<file path="src/rtl/slave_tx_packer_if.sv">
// ---------------------------------------------------------------------------
// slave_tx_packer_if
// Bundles the slave response bus (have_msg / len / show-ahead head byte and
// the per-slave read strobes) together with the byte-stream TX handshake.
//
// Signals:
//   have_msg_bus   [N_SLAVES]    per-slave "message pending"
//   len_bus        [8*N_SLAVES]  per-slave byte count, slice i = [8i+7:8i]
//   slave_data_bus [8*N_SLAVES]  per-slave FIFO head byte, slice i = [8i+7:8i]
//   rdreq_bus      [N_SLAVES]    per-slave FIFO read strobe
//   tx_data        [8]           outgoing byte
//   tx_valid                     tx_data valid
//   tx_ready                     sink accepts the byte this cycle
//   busy                         packer is framing a message
//   err_underrun                 one-cycle pulse on payload underrun
//
// Modports: slave  = the packer itself
//           master = the environment (slaves + TX sink)
// ---------------------------------------------------------------------------
interface slave_tx_packer_if #(
    parameter int N_SLAVES = 5
);
    logic [N_SLAVES-1:0]   have_msg_bus;
    logic [8*N_SLAVES-1:0] len_bus;
    logic [8*N_SLAVES-1:0] slave_data_bus;
    logic [N_SLAVES-1:0]   rdreq_bus;
    logic [7:0]            tx_data;
    logic                  tx_valid;
    logic                  tx_ready;
    logic                  busy;
    logic                  err_underrun;

    modport slave (
        input  have_msg_bus, len_bus, slave_data_bus, tx_ready,
        output rdreq_bus, tx_data, tx_valid, busy, err_underrun
    );

    modport master (
        output have_msg_bus, len_bus, slave_data_bus, tx_ready,
        input  rdreq_bus, tx_data, tx_valid, busy, err_underrun
    );
endinterface

</file>
<file path="src/rtl/slave_tx_packer.sv">
// ---------------------------------------------------------------------------
// slave_tx_packer
// Round-robin arbiter and framer for slave responses. A slave is eligible
// when it has a message pending with a non-zero length. The granted slave's
// show-ahead FIFO is drained one byte per accepted transfer and the message
// is emitted as SOF, ADDR, LEN, DATA... [, CHK] on a valid/ready byte stream.
//
// Ports:
//   sys_clk  system clock, all logic on the rising edge
//   rst      synchronous reset, active-high
//   bus      slave_tx_packer_if.slave (slave response bus + TX handshake)
//
// Parameters:
//   N_SLAVES  number of slave channels (1..8)
//   SOF_BYTE  start-of-frame marker
//
// Build option:
//   SLAVE_TX_CHECKSUM_EN  when defined, an XOR checksum of ADDR, LEN and all
//                         DATA bytes is appended as a final CHK byte.
// ---------------------------------------------------------------------------
module slave_tx_packer #(
    parameter int         N_SLAVES = 5,
    parameter logic [7:0] SOF_BYTE = 8'hA5
) (
    input  logic             sys_clk,
    input  logic             rst,
    slave_tx_packer_if.slave bus
);

`ifdef SLAVE_TX_CHECKSUM_EN
    typedef enum logic [2:0] {S_IDLE, S_SOF, S_ADDR, S_LEN, S_DATA, S_CHK} state_t;
`else
    typedef enum logic [2:0] {S_IDLE, S_SOF, S_ADDR, S_LEN, S_DATA} state_t;
`endif

    state_t      state_reg, state_next;
    logic [2:0]  gnt_reg, gnt_next;
    logic [2:0]  rr_reg, rr_next;
    logic [7:0]  len_reg, len_next;
    logic [7:0]  cnt_reg, cnt_next;
    logic        under_reg, under_next;
`ifdef SLAVE_TX_CHECKSUM_EN
    logic [7:0]  chk_reg, chk_next;
`endif

    // Per-slave views of the flattened buses.
    logic [N_SLAVES-1:0] eligible;
    logic [7:0]          len_arr  [N_SLAVES];
    logic [7:0]          head_arr [N_SLAVES];

    genvar gi;
    generate
        for (gi = 0; gi < N_SLAVES; gi++) begin : g_slice
            assign len_arr[gi]  = bus.len_bus[8*gi +: 8];
            assign head_arr[gi] = bus.slave_data_bus[8*gi +: 8];
            assign eligible[gi] = bus.have_msg_bus[gi] && (bus.len_bus[8*gi +: 8] != 8'd0);
        end
    endgenerate

    // First eligible slave at or after the rr pointer, wrapping.
    logic       found;
    logic [2:0] pick;
    logic [2:0] rr_after_pick;

    always_comb begin
        logic [3:0] idx;
        found = 1'b0;
        pick  = '0;
        idx   = '0;
        for (int k = 0; k < N_SLAVES; k++) begin
            idx = {1'b0, rr_reg} + 4'(k);
            if (idx >= 4'(N_SLAVES)) begin
                idx = idx - 4'(N_SLAVES);
            end
            if (!found && eligible[idx[2:0]]) begin
                found = 1'b1;
                pick  = idx[2:0];
            end
        end
    end

    assign rr_after_pick = (pick == 3'(N_SLAVES - 1)) ? 3'd0 : pick + 3'd1;

    logic [N_SLAVES-1:0] rdreq_c;
    logic [7:0]          tx_data_c;
    logic                tx_valid_c;
    logic                err_c;
    logic                xfer;
    logic                under_now;

    // Once the granted slave drops have_msg the rest of the frame is padded
    // with zeros; the sticky flag keeps padding even if have_msg returns.
    assign under_now = under_reg || !bus.have_msg_bus[gnt_reg];

    always_comb begin
        state_next = state_reg;
        gnt_next   = gnt_reg;
        rr_next    = rr_reg;
        len_next   = len_reg;
        cnt_next   = cnt_reg;
        under_next = under_reg;
`ifdef SLAVE_TX_CHECKSUM_EN
        chk_next   = chk_reg;
`endif
        rdreq_c    = '0;
        err_c      = 1'b0;
        tx_data_c  = 8'h00;
        tx_valid_c = (state_reg != S_IDLE);
        xfer       = tx_valid_c && bus.tx_ready;

        case (state_reg)
            S_IDLE: begin
                if (found) begin
                    gnt_next   = pick;
                    len_next   = len_arr[pick];
                    cnt_next   = len_arr[pick];
                    rr_next    = rr_after_pick;
                    under_next = 1'b0;
                    state_next = S_SOF;
                end
            end
            S_SOF: begin
                tx_data_c = SOF_BYTE;
                if (xfer) state_next = S_ADDR;
            end
            S_ADDR: begin
                tx_data_c = {5'b0, gnt_reg};
                if (xfer) state_next = S_LEN;
            end
            S_LEN: begin
                tx_data_c = len_reg;
                if (xfer) state_next = S_DATA;
            end
            S_DATA: begin
                tx_data_c = under_now ? 8'h00 : head_arr[gnt_reg];
                if (!under_reg && !bus.have_msg_bus[gnt_reg]) begin
                    err_c      = 1'b1;
                    under_next = 1'b1;
                end
                if (xfer) begin
                    if (!under_now) rdreq_c[gnt_reg] = 1'b1;
                    cnt_next = cnt_reg - 8'd1;
                    if (cnt_reg == 8'd1) begin
`ifdef SLAVE_TX_CHECKSUM_EN
                        state_next = S_CHK;
`else
                        state_next = S_IDLE;
`endif
                    end
                end
            end
`ifdef SLAVE_TX_CHECKSUM_EN
            S_CHK: begin
                tx_data_c = chk_reg;
                if (xfer) state_next = S_IDLE;
            end
`endif
            default: state_next = S_IDLE;
        endcase

`ifdef SLAVE_TX_CHECKSUM_EN
        // Checksum restarts on every grant and covers ADDR, LEN and DATA.
        if (state_reg == S_IDLE) begin
            chk_next = 8'h00;
        end else if (xfer && (state_reg == S_ADDR || state_reg == S_LEN || state_reg == S_DATA)) begin
            chk_next = chk_reg ^ tx_data_c;
        end
`endif
    end

    always_ff @(posedge sys_clk) begin
        if (rst) begin
            state_reg <= S_IDLE;
            gnt_reg   <= '0;
            rr_reg    <= '0;
            len_reg   <= '0;
            cnt_reg   <= '0;
            under_reg <= 1'b0;
`ifdef SLAVE_TX_CHECKSUM_EN
            chk_reg   <= '0;
`endif
        end else begin
            state_reg <= state_next;
            gnt_reg   <= gnt_next;
            rr_reg    <= rr_next;
            len_reg   <= len_next;
            cnt_reg   <= cnt_next;
            under_reg <= under_next;
`ifdef SLAVE_TX_CHECKSUM_EN
            chk_reg   <= chk_next;
`endif
        end
    end

    assign bus.rdreq_bus    = rdreq_c;
    assign bus.tx_data      = tx_data_c;
    assign bus.tx_valid     = tx_valid_c;
    assign bus.err_underrun = err_c;
    assign bus.busy         = (state_reg != S_IDLE);

endmodule
</file>
<file path="src/flat_wrapper.sv">
// flat-port wrapper written by rule: the top's interface ports become plain ports
module slave_tx_packer_flat 
#(
    parameter int         N_SLAVES = 5,
    parameter logic [7:0] SOF_BYTE = 8'hA5
)
  (sys_clk, rst, bus_have_msg_bus, bus_len_bus, bus_slave_data_bus, bus_tx_ready, bus_rdreq_bus, bus_tx_data, bus_tx_valid, bus_busy, bus_err_underrun);
  slave_tx_packer_if #(.N_SLAVES(N_SLAVES)) bus_i ();
  input  logic sys_clk;
  input  logic rst;
  input wire logic [$bits(bus_i.have_msg_bus)-1:0] bus_have_msg_bus;
  input wire logic [$bits(bus_i.len_bus)-1:0] bus_len_bus;
  input wire logic [$bits(bus_i.slave_data_bus)-1:0] bus_slave_data_bus;
  input wire logic [$bits(bus_i.tx_ready)-1:0] bus_tx_ready;
  output wire logic [$bits(bus_i.rdreq_bus)-1:0] bus_rdreq_bus;
  output wire logic [$bits(bus_i.tx_data)-1:0] bus_tx_data;
  output wire logic [$bits(bus_i.tx_valid)-1:0] bus_tx_valid;
  output wire logic [$bits(bus_i.busy)-1:0] bus_busy;
  output wire logic [$bits(bus_i.err_underrun)-1:0] bus_err_underrun;
  assign bus_i.have_msg_bus = bus_have_msg_bus;
  assign bus_i.len_bus = bus_len_bus;
  assign bus_i.slave_data_bus = bus_slave_data_bus;
  assign bus_i.tx_ready = bus_tx_ready;
  assign bus_rdreq_bus = bus_i.rdreq_bus;
  assign bus_tx_data = bus_i.tx_data;
  assign bus_tx_valid = bus_i.tx_valid;
  assign bus_busy = bus_i.busy;
  assign bus_err_underrun = bus_i.err_underrun;
  slave_tx_packer #(.N_SLAVES(N_SLAVES), .SOF_BYTE(SOF_BYTE)) u_core (.sys_clk(sys_clk), .rst(rst), .bus(bus_i));
endmodule
</file>
<file path="config.mk">
export PLATFORM = sky130hd
export DESIGN_NAME = slave_tx_packer_flat
export DESIGN_NICKNAME = d
export VERILOG_FILES = /design/src/rtl/slave_tx_packer_if.sv /design/src/rtl/slave_tx_packer.sv /design/src/flat_wrapper.sv
export SDC_FILE = /design/constraint.sdc
export NUM_CORES = 1
export LEC_CHECK = 0
export CAP_MARGIN = 20
export CORE_MARGIN = 2
export CORE_UTILIZATION = 43
export CTS_CLUSTER_DIAMETER = 40
export DETAILED_ROUTE_END_ITERATION = 10
export HOLD_SLACK_MARGIN = 0.08
export PLACE_DENSITY = 0.87
export SLEW_MARGIN = 20
export SYNTH_ARGS = -nofsm -noshare
export SYNTH_HDL_FRONTEND = slang
export SYNTH_SLANG_ARGS = --single-unit
</file>
<file path="constraint.sdc">
create_clock -name sys_clk -period 4.3 [get_ports sys_clk]
set_clock_uncertainty 0.1 [all_clocks]
set_input_delay 1.075 -clock sys_clk [delete_from_list [all_inputs] [get_ports sys_clk]]
set_output_delay 1.075 -clock sys_clk [all_outputs]
set_load 0.03 [all_outputs]
</file>
==> out/metrics.csv, run 1 <==
metric;value;unit
status;completed;
DRT antenna net count;0;
# hold bufs at CTS;0;
Setup WS pre-CTS;-0.4110;ns
initial core utilization;0.4482;
clk buf depth;2;
clock-pin slew of the registers on the worst-case setup and hold paths;0.10;ns
register area share after synthesis;0.1593;
synthesized area per cell;7.246;µm²
grt total ovfl;0;
Slew Viols, Final;0;
worst-skew pair later-pin latency;0.28;ns
maximum fanout along the worst path;8;
largest net degree at the start of global routing;26;
WP buf/inv;4;
drt initial violations;416;
RSZ-0062 raised after global routing;true;
setup tns final;0;ns
number of nets in the layout;713;
crit path launch type;input pin;
filler instances;601;
first-pass GRT wire length;19590;µm
post-route setup slack;0.07857;ns
synth cell count leaders;nor2_1 (47), a21oi_1 (38), o211ai_1 (30);
CTS buffer count;3;
initial antenna violation count;0;
Final period util;0.9817;
Post-Route WL;12400;µm
Ports;104;
most used cell, CP;buf_4;
vias in the first global route;4063;
vias per cell;5.973;
CP peak stage delay;0.52;ns
post-route core utilization;0.7105;
minimum clock period;4.221;ns
Final HPWL DP;9574;µm
CTS Sinks;26;
Die ar.;8314;µm²
post-synth top area share;0.1593;
synth top area cells;dfxtp_1 (16%), mux2i_1 (8.0%), o211ai_1 (6.9%);
crit-path cells;dlygate4sd2_1, or4_4, o21a_1, a221o_1, and3_4, o32ai_4, o311ai_4, buf_4, buf_4, buf_4, o211ai_1, o211ai_1, a31oi_1, a211oi_1;
Hold Vio Cnt, Final;0;
# diodes;0;
pwr/cell area;905.5;nW/µm²
Synth Register Bits;26;
RePlAce Congestion;0.9819;
Synth async-reset ratio;0;
Max IR drop VDD;569.9;µV
synth warn;0;
Cells after Synth;451;
post-synth design cell area;3268;µm²
most frequent cell after synthesis;nor2_1;
Vias;4241;
core area;7292;µm²
Tightest Pin Transition;0.6105;ns
IO buf count;103;
TritonCTS clock tree;yes;
largest area contributor in the netlist;dfxtp_1;
kind of critical path;input pin to flop;
layout cell share with drive strength beyond 1;0.2422;
worst path required time;4.35;ns
Slew headroom;0.5813;
routed len/inst;17.47;µm
die height;91.18;µm
Yosys cell types;64;
main flop type after synthesis;dfxtp_1;
DRC;0;
max-cap check violation count;0;
GRT Overall Usage;0.2831;
CP arrival;4.27;ns
CTS H-Tree Depth;1;
Pre-antenna DRT Iters;5;
Post-synth EDFFs;0;
Synth Net Count;552;
P&R area growth vs syn;58.54;%
Post-Layout Cell Count;710;
CP delay by family, top;compound AO/OA/AOI/OAI gates;
slowest library cell on the worst path;or4_4;
CP Capture Type;flop;
Leak;2.175;nW
Root Buffer Master;clkbuf_8;
FP Rows;31;
placed cells;693;
DIE WIDTH;91.18;µm
Worst Hold Class;flop to flop;
Peak Freq;0.2369;GHz
Setup violations, final;0;
[what timing repair did]
item / CTS / global route
gates resized for setup: 29 / 28
buffers inserted: 7 / 4
endpoints found under the setup margin: 10 / 23
gates cloned: 2 / 0
pin swaps: 19 / 24
hold endpoints to repair: 0 / 0
[metal layers]
layer,up-vias,wire (µm),GRT usage,share of wire
met4,0,329,0.07702,0.027
li1,2033,-,-,-
met2,195,6005,0.4963,0.48
met3,36,817,0.02656,0.066
met5,-,0,0,0
met1,1977,5248,0.3701,0.42
[cells in the final DEF, fill, tap and decap left out, types with 11 or more instances in the layout]
master	synthesis	final
o21ai_0	17	16
mux2i_1	26	24
inv_1	24	23
ha_1	12	11
a21oi_1	38	37
buf_4	1	93
clkdlybuf4s50_1	0	68
o211ai_1	30	30
nand2_1	28	27
dlymetal6s2s_1	0	11
nor2_1	47	46
nor3_1	14	13
dfxtp_1	26	26
[layout make-up]
class / count / area (µm²) / area share
flip-flops and latches: 26 / 520.5 / 0.1005
multi-input cells: 370 / 2664 / 0.5141
inverters: 24 / 90.09 / 0.01739
clock buffers: 3 / 41.29 / 0.007969
repair buffers: 187 / 1712 / 0.3304
clock inverters: 1 / 30.03 / 0.005796
well taps: 99 / 123.9 / 0.02391
[worst register-to-register path: stages (launching register included)]
cell and delay, ns:
dfxtp_1 0.40, ha_1 0.24, inv_1 0.07, fa_1 0.43, or3_1 0.47, a21o_1 0.20, a311o_1 0.37, and2_4 0.18
buf_4 0.14, o311ai_4 0.30, o21a_4 0.21, bufbuf_16 0.26, mux2i_1 0.07, a221o_1 0.41, o31ai_2 0.22
[power by group]
part / internal (mW) / leakage [nW] / switching [mW]
clock: 0.125 / 0.0357 / 0.0794
sequential: 0.330 / 0.215 / 0.0968
combinational: 2.02 / 1.92 / 2.04
total: 2.47 / 2.17 / 2.22
[worst paths after layout]
kind	startpoint	endpoint	slack, ns	depth (start not counted)
worst max-delay path	bus_len_bus[36]	u_core.cnt_reg[5]	0.08	14
worst min-delay path	u_core.len_reg[6]	u_core.len_reg[6]	0.38	2
worst max register to register	u_core.rr_reg[1]	u_core.cnt_reg[0]	0.15	14
worst min register to register	u_core.len_reg[6]	u_core.len_reg[6]	0.38	2
[per-stage QoR]
| step | total power, mW | hold slack (ns) | area, µm² |
|---|---|---|---|
| 6_report | 4.692 | 0.3769 | 5181 |
| 5_1_grt | 4.992 | 0.4194 | 5181 |
| 4_1_cts | 4.499 | 0.3775 | 5056 |
| 3_5_place_dp | 3.801 | 0.3646 | 4801 |
| 3_3_place_gp | 3.731 | 0.3480 | 4801 |
| 2_1_floorplan | 2.612 | 0.3366 | 3271 |
[cell families after synthesis]
kind of cell	synth area share
mux	0.1106
buf+inv	0.06815
flops	0.1593
simple gates	0.2224
compound gates	0.3687
fa+ha+maj	0.05207
xor+xnor	0.01876
(Power assumes the default switching activity.)
==> run 2, diff against run 1 <==
--- a/config.mk
+++ b/config.mk
@@ -5,6 +5,7 @@
 export SDC_FILE = /design/constraint.sdc
 export NUM_CORES = 1
 export LEC_CHECK = 0
+export ABC_AREA = 0
 export CAP_MARGIN = 20
 export CORE_MARGIN = 2
 export CORE_UTILIZATION = 43
@@ -12,6 +13,7 @@
 export DETAILED_ROUTE_END_ITERATION = 10
 export HOLD_SLACK_MARGIN = 0.08
 export PLACE_DENSITY = 0.87
+export SETUP_SLACK_MARGIN = 0.1
 export SLEW_MARGIN = 20
 export SYNTH_ARGS = -nofsm -noshare
 export SYNTH_HDL_FRONTEND = slang
==> out/metrics.csv, run 2 (synthesis gave the netlist of run 1 again) <==
metric;value;unit;change
status;completed;;
GRT Overall Usage;0.2841;;+0.0009458
area post-placement;4875;µm²;+1.5%
Post-Route WL;12860;µm;+3.7%
drt initial violations;339;;-19%
Final period util;0.9718;;-0.009900
die height;91.18;µm;unchanged
CTS H-Tree Depth;1;;unchanged
RR Endpoint;u_core.rr_reg[2];;
met3 routed wirelength;880;µm;+7.7%
max-cap check violation count;0;;unchanged
FP Rows;31;;unchanged
R2R depth;14;;unchanged
Finished Cell Area;5223;µm²;+0.80%
CTS Sinks;26;;unchanged
most common cell after layout, fill and taps aside;buf_4;;
initial antenna violation count;0;;unchanged
worst path required time;4.40;ns;+0.05 ns
Slew headroom;0.4924;;-0.08892
DRC;0;;unchanged
worst-skew pair later-pin latency;0.28;ns;about the same
kind of critical path;input pin to flop;;
Hold Vio Cnt, Final;0;;unchanged
largest net degree at the start of global routing;21;;-19%
r2r startpoint;u_core.rr_reg[1];;
placed cells;702;;+1.3%
Ports;104;;unchanged
CP startpoint;bus_len_bus[20];;
Max IR drop VDD;555.3;µV;-2.6%
core area;7292;µm²;unchanged
Vias;4353;;+2.6%
Slew Viols, Final;0;;unchanged
CP Capture Type;flop;;
DIE WIDTH;91.18;µm;unchanged
routed len/inst;17.86;µm;+2.2%
commonest non-fill, non-tap cells in the layout;buf_4 (103), clkdlybuf4s50_1 (70), nor2_1 (46), a21oi_1 (37), o211ai_1 (30);;
first-pass GRT wire length;19710;µm;+0.60%
Total Power;4.684;mW;-0.17%
minimum clock period;4.179;ns;-0.04257 ns
Peak Freq;0.2393;GHz;+1.0%
Root Buffer Master;clkbuf_8;;
initial core utilization;0.4482;;unchanged
number of nets in the layout;723;;+1.4%
maximum fanout along the worst path;8;;unchanged
post-route setup slack;0.1211;ns;+0.04257 ns
clock-pin slew of the registers on the worst-case setup and hold paths;0.09;ns;about the same
DRT antenna net count;0;;unchanged
worst setup path end;u_core.rr_reg[2];;
Worst Hold Class;flop to flop;;
Setup violations, final;0;;unchanged
top layer in use;met4;;
vias in the first global route;4164;;+2.5%
CP arrival;4.27;ns;about the same
grt total ovfl;0;;unchanged
wire length on met1;5286;µm;+0.72%
Final HPWL DP;9918;µm;+3.6%
pwr/cell area;896.8;nW/µm²;-0.96%
RSZ-0062 raised after global routing;true;;
Setup WS pre-CTS;-0.4287;ns;-0.01768 ns
P&R area growth vs syn;59.80;%;
FF-to-FF setup slack;0.30;ns;+0.15 ns
clk buf depth;2;;unchanged
layout cell share with drive strength beyond 1;0.2560;;+0.01381
RePlAce Congestion;0.9765;;-0.55%
# diodes;0;;unchanged
Post-Layout Cell Count;720;;+1.4%
vias per cell;6.046;;+1.2%
Die ar.;8314;µm²;unchanged
crit path launch type;input pin;;
IO buf count;103;;unchanged
CTS buffer count;3;;unchanged
Leak;2.165;nW;-0.46%
filler instances;587;;-2.3%
TritonCTS clock tree;yes;;
DR WL met2;6314;µm;+5.1%
Tightest Pin Transition;0.7603;ns;+0.1498 ns
Pre-antenna DRT Iters;6;;+1
run 2: changes by cell type in the layout (fill, tap and decap cells not counted), sizes merged:
cell / change
dlygate4sd2: -2
dlymetal6s2s: -2
buf: +12
bufbuf: -2
clkdlybuf4s15: +2
clkdlybuf4s50: +2
run 2: through the flow:
step / utilization / hold WS (ns) / setup TNS (ns)
finish: 0.7162 / 0.3956 / 0
global route: 0.7162 / 0.4122 / 0
CTS: 0.6915 / 0.3925 / 0
detailed placement: 0.6685 / 0.3799 / -7.015
global placement: 0.6685 / 0.3489 / -4.930
floorplan: - / 0.3366 / 0
run 2: area by class of cell:
type | instances | area (µm²) | share of cell area
multi-input cells | 370 | 2678 | 0.5127
repair buffers | 197 | 1735 | 0.3323
flip-flops and latches | 26 | 521.8 | 0.09990
well taps | 99 | 123.9 | 0.02372
inverters | 24 | 92.59 | 0.01773
clock buffers | 3 | 41.29 | 0.007906
clock inverters | 1 | 30.03 | 0.005750
run 2: how the worst min path moves through the flow:
stage / startpoint / cells after the start / endpoint
floorplan: u_core.len_reg[6] / 2 / u_core.len_reg[6]
global placement: u_core.len_reg[6] / 2 / u_core.len_reg[6]
detailed placement: u_core.len_reg[6] / 2 / u_core.len_reg[6]
CTS: u_core.len_reg[6] / 2 / u_core.len_reg[6]
global route: u_core.len_reg[6] / 2 / u_core.len_reg[6]
finish: u_core.len_reg[6] / 2 / u_core.len_reg[6]
run 2: per-layer routing:
metal,global-route usage,up-vias
li1,-,2054
met3,0.03071,39
met1,0.3529,2039
met4,0.08965,0
met5,0,-
met2,0.5111,221
run 2: worst max-delay path, stage by stage:
cell and delay, ns:
clkdlybuf4s50_1 0.43, or4_4 0.58, o211ai_1 0.29, a221oi_2 0.13
a31oi_4 0.24, nand3_4 0.12, o311ai_4 0.32, o21a_4 0.24
inv_1 0.09, ha_4 0.16, or3_1 0.33, a311oi_1 0.26
run 2: power by group:
part	total [mW]	internal (mW)	switching, mW
logic	4.02	1.94	2.07
registers	0.459	0.331	0.129
clock network	0.207	0.125	0.0825
run 2: repair_timing:
| item | CTS | global route |
|---|---|---|
| cloned | 0 | 1 |
| hold buffers | 0 | 0 |
| setup endpoints to repair | 20 | 24 |
| setup buffers | 5 | 8 |
| pin swaps | 16 | 27 |
| resized for setup | 27 | 33 |
